$ cat src/rtl/pipe_barrel_shifter.sv
`default_nettype none
// =============================================================================
// Module   : pipe_barrel_shifter
// Brief    : Pipelined log-shifter (SLL/SRL/SRA/ROR), one shift level per stage,
//            valid/ready handshake with whole-pipe stall.
// Revision : 1.0 - initial release
// =============================================================================
module pipe_barrel_shifter #(
    parameter int WIDTH = 16,
    parameter int AMT_W = $clog2(WIDTH)   // derived from WIDTH; leave at default
) (
    input  logic             clk,
    input  logic             rst,
    input  logic             in_vld,
    output logic             in_rdy,
    input  logic [WIDTH-1:0] src,
    input  logic [AMT_W-1:0] amt,
    input  logic [1:0]       op,
    output logic             out_vld,
    input  logic             out_rdy,
    output logic [WIDTH-1:0] res,
    output logic             res_zero
);

    localparam logic [1:0]       c_OP_SLL = 2'b00;
    localparam logic [1:0]       c_OP_SRL = 2'b01;
    localparam logic [1:0]       c_OP_SRA = 2'b10;
    localparam logic [WIDTH-1:0] c_ONES   = {WIDTH{1'b1}};

    // Stage registers
    logic             r_vld  [AMT_W];
    logic [WIDTH-1:0] r_data [AMT_W];
    logic [AMT_W-1:0] r_amt  [AMT_W];
    logic [1:0]       r_op   [AMT_W];
    logic             r_sign [AMT_W];

    // Per-stage inputs and shifted data
    logic             w_vin  [AMT_W];
    logic [WIDTH-1:0] w_din  [AMT_W];
    logic [AMT_W-1:0] w_ain  [AMT_W];
    logic [1:0]       w_oin  [AMT_W];
    logic             w_sin  [AMT_W];
    logic [WIDTH-1:0] w_dsh  [AMT_W];

    logic             w_adv;

    assign w_adv    = ~r_vld[AMT_W-1] | out_rdy;
    assign in_rdy   = w_adv;
    assign out_vld  = r_vld[AMT_W-1];
    assign res      = r_data[AMT_W-1];
    assign res_zero = (r_data[AMT_W-1] == '0);

    always_comb begin
        w_vin[0] = in_vld;
        w_din[0] = src;
        w_ain[0] = amt;
        w_oin[0] = op;
        w_sin[0] = src[WIDTH-1];
        for (int k = 1; k < AMT_W; k++) begin
            w_vin[k] = r_vld[k-1];
            w_din[k] = r_data[k-1];
            w_ain[k] = r_amt[k-1];
            w_oin[k] = r_op[k-1];
            w_sin[k] = r_sign[k-1];
        end
        // Stage k shifts by 2^k when amt[k] is set; the SRA fill uses the
        // original operand sign carried alongside the data.
        for (int k = 0; k < AMT_W; k++) begin
            w_dsh[k] = w_din[k];
            if (w_ain[k][k]) begin
                case (w_oin[k])
                    c_OP_SLL: w_dsh[k] = w_din[k] << (1 << k);
                    c_OP_SRL: w_dsh[k] = w_din[k] >> (1 << k);
                    c_OP_SRA: w_dsh[k] = (w_din[k] >> (1 << k)) |
                                         (w_sin[k] ? ~(c_ONES >> (1 << k)) : '0);
                    default:  w_dsh[k] = (w_din[k] >> (1 << k)) |
                                         (w_din[k] << (WIDTH - (1 << k)));
                endcase
            end
        end
    end

    // Payload only loads alongside a valid beat, so res holds through bubbles.
    always_ff @(posedge clk or posedge rst) begin
        if (rst) begin
            for (int k = 0; k < AMT_W; k++) begin
                r_vld[k]  <= 1'b0;
                r_data[k] <= '0;
                r_amt[k]  <= '0;
                r_op[k]   <= '0;
                r_sign[k] <= 1'b0;
            end
        end else if (w_adv) begin
            for (int k = 0; k < AMT_W; k++) begin
                r_vld[k] <= w_vin[k];
                if (w_vin[k]) begin
                    r_data[k] <= w_dsh[k];
                    r_amt[k]  <= w_ain[k];
                    r_op[k]   <= w_oin[k];
                    r_sign[k] <= w_sin[k];
                end
            end
        end
    end

endmodule
`default_nettype wire

$ cat config.mk
export PLATFORM = sky130hd
export DESIGN_NAME = pipe_barrel_shifter
export DESIGN_NICKNAME = d
export VERILOG_FILES = /design/src/rtl/pipe_barrel_shifter.sv
export SDC_FILE = /design/constraint.sdc
export NUM_CORES = 1
export LEC_CHECK = 0
export ABC_CLOCK_PERIOD_IN_PS = 3500
export CAP_MARGIN = 30
export CORE_ASPECT_RATIO = 1.5
export CORE_MARGIN = 2
export CORE_UTILIZATION = 50
export CTS_BUF_LIST = sky130_fd_sc_hd__clkbuf_4 sky130_fd_sc_hd__clkbuf_8
export CTS_CLUSTER_DIAMETER = 80
export DETAILED_ROUTE_END_ITERATION = 6
export PLACE_DENSITY_LB_ADDON = 0.3
export SYNTH_ARGS = -nofsm -noshare
export SYNTH_HDL_FRONTEND = slang
export SYNTH_SLANG_ARGS = --single-unit
$ cat constraint.sdc
create_clock -name clk -period 3.5 [get_ports clk]
set_clock_uncertainty 0.15 [all_clocks]
set_input_delay 0.35 -clock clk [delete_from_list [all_inputs] [get_ports clk]]
set_output_delay 0.35 -clock clk [all_outputs]
set_load 0.02 [all_outputs]
==> reports/summary.txt <==
Skew-Pair Late Insertion Delay = 0.37 ns
Hold_ws = 0.226 ns
Vias = 3653
Post-route non-filler standard cell count = 601
Crit end category = output pin
Synth Area in Compound Gates = 21.1%
Syn avg cell area = 10.4 um2
Peak VDD IR = 251 uV
Postcts setup bufs = 0
CTS tree = yes
LEAKAGE = 2.31 nW
Actual slew at the worst max-slew pin = 0.935 ns
Iter 0 DRT Violations = 182
Multiplexer share of the synthesized area = 16.4%
CP Depth = 3
Largest net degree at the start of global routing = 40
Arrival @ worst endpoint = 1.95 ns
Most frequent cells in the layout = dfrtp_1 (83), clkdlybuf4s50_1 (44), a31oi_1 (37)
Status = finished, violations left
Critical-path cell list = nor4_1 -> and4_1 -> clkdlybuf4s50_1
Reg clk slew, reported paths = 0.09 ns
Final Cycle Share = 70.1%
Area Growth Syn to Fin = 9.07%
Largest stage delay, worst path = 0.59 ns
Met3 WL = 301 um
Cells after Synth = 485
CP required = 3.00 ns
Cell Pwr Density = 894 nW/um2
DRT met1 WL = 4090 um
First-pass detailed-route iteration total = 7
Final Critical Period = 2.45 ns
Drt drc = 2
Count of cell types in the netlist = 37
Die Ht = 127 um
Dpl hpwl = 7420 um
DIE WIDTH = 85.8 um
Register area share after synthesis = 41.4%
Post-route ant nets = 0
Vias in the first global route = 3503
Clk sinks = 83
Startpoint type of the worst setup path = flop
Endpoints failing hold = 0
CP delay by family, top = simple AND/OR/NAND/NOR gates
Tightest Hold Check Type = primary input to asynchronous set/reset pin
Max Cap Violations = 0
Largest family of logic cells by synthesized area = compound AO/OA/AOI/OAI gates
Max-slew violations = 0
Die ar. = 10900 um2
Initial antenna violation count = 0
Total CTS buffers = 9
Yosys reg bits = 83
Via density = 6.08
Area of the core = 9740 um2
IO Pins = 45
Worst R2R Start = out_vld
Critical path's slowest cell = clkdlybuf4s50_1
Kind of critical path = flop to output pin
Placed Instances = 585
Post-synthesis instance area = 5020 um2
R2R Setup Slk = 1.49 ns
Final WL = 10100 um
Grt total ovfl = 0
CTS-repair resized insts = 0
Total track usage = 19.9%
# port buffers = 44
Post-synthesis xor/xnor area fraction = 0%
Synth Area in Adders = 0%
Synth warn = 0
Post-synth EDFFs = 0
Worst-path fanout max = 3
Post-layout nets = 507
Root buffer cell = clkbuf_8
Max H-tree Level = 3
CTS Hold Bufs = 0
RSZ-0062 raised after global routing = no
Reg2Reg Depth = 5
Met2 WL = 5320 um
Post-synth top flop = dfrtp_1
WL/cell = 16.7 um
Max Root-Sink Buffers = 2
Share of cells above drive strength 1 = 13.6%
Starting density of the core = 51.5%
Post-Synth Simple-Gate Area = 13.2%
Max layer used = met4
Failing checks = DRC
Worst slew margin = 37.5%
Most common cell after layout, fill and taps aside = dfrtp_1
Bufs and invs on worst path = 1
Reg2reg end = r_op[2]
Row cnt = 44
Syn_nets = 511
Final setup viols = 0
Asr flop ratio synth = 100%
Setup TNS = 0 ns
Global-route wire length before repair = 17200 um
GP Congestion = 0.850
Highest clock rate = 408 MHz
Number of diodes = 0
where the power goes:
| part | leakage [nW] | switching [W] | internal (W) | total (W) |
|---|---|---|---|---|
| Sequential | 0.972 | 0.000738 | 0.00139 | 0.00213 |
| Combinational | 1.23 | 0.000864 | 0.00114 | 0.00200 |
| Clock | 0.108 | 0.000341 | 0.000420 | 0.000762 |
synthesized netlist by cell type (12+ instances only):
cell type / number / share of area, %
or3b_1: 31 / 5.4
dfrtp_1: 83 / 41
buf_2: 15 / 1.5
o2bb2ai_1: 17 / 3.0
o21ai_0: 29 / 2.9
a31oi_1: 37 / 4.6
a21oi_1: 26 / 2.6
buf_4: 20 / 3.0
nor2_1: 32 / 2.4
o211ai_1: 20 / 3.0
nor2b_1: 12 / 1.5
nand3_1: 14 / 1.4
clkbuf_1: 20 / 1.5
o211a_1: 16 / 3.2
mux2i_1: 16 / 3.2
mux2_4: 30 / 9.0
flip-flops by register name, summed over array words and instances (netlist names):
register,count
r_data,48
r_vld,3
r_op,6
res,16
r_sign,3
r_amt,6
out_vld,1
worst max-delay path by stage:
stage                 start    endpoint  slack [ns]
floorplan               rst     out_vld        0.86
global placement    out_rdy     r_op[3]        1.15
detailed placement  out_rdy  r_data[17]        1.09
CTS                 res[11]    res_zero        0.97
global route         res[3]    res_zero        0.89
finish              res[11]    res_zero        1.05
area by class of cell:
| type | instances | area, um2 |
|---|---|---|
| flip-flops and latches | 83 | 2080 |
| fillers | 838 | 4270 |
| clock buffers | 10 | 138 |
| multi-input cells | 335 | 2550 |
| inverters | 5 | 20.0 |
| well taps | 115 | 144 |
| repair buffers | 47 | 463 |
| clock inverters | 6 | 88.8 |
metrics by stage:
| step | worst slack, ns | total power [W] | area, um2 | util [%] |
|---|---|---|---|---|
| 2_1_floorplan | 0.863 | 0.00372 | 5020 | - |
| 3_3_place_gp | 1.15 | 0.00408 | 5250 | 53.9 |
| 3_5_place_dp | 1.09 | 0.00415 | 5250 | 53.9 |
| 4_1_cts | 0.972 | 0.00492 | 5480 | 56.2 |
| 5_1_grt | 0.891 | 0.00527 | 5480 | 56.2 |
| 6_report | 1.05 | 0.00490 | 5480 | 56.2 |
per-layer routing:
metal,global-route usage [%],vias up
met1,23.0,1754
met5,0,-
li1,-,1780
met3,4.23,23
met2,35.1,96
met4,8.59,0
worst reg2reg max path, stage by stage, from the launching register on:
cell and delay (ns):
dfrtp_1 0.39, nor2b_4 0.14, inv_2 0.14, buf_4 0.33
nand2_2 0.32, mux2_1 0.42
cells by family after synthesis:
kind of cell | Yosys count
buffers and inverters | 67
AND/OR/NAND/NOR | 110
AO/OA/AOI/OAI | 160
multiplexers | 65
flip-flops | 83
No activity file was read; power rests on OpenSTA's default activity.
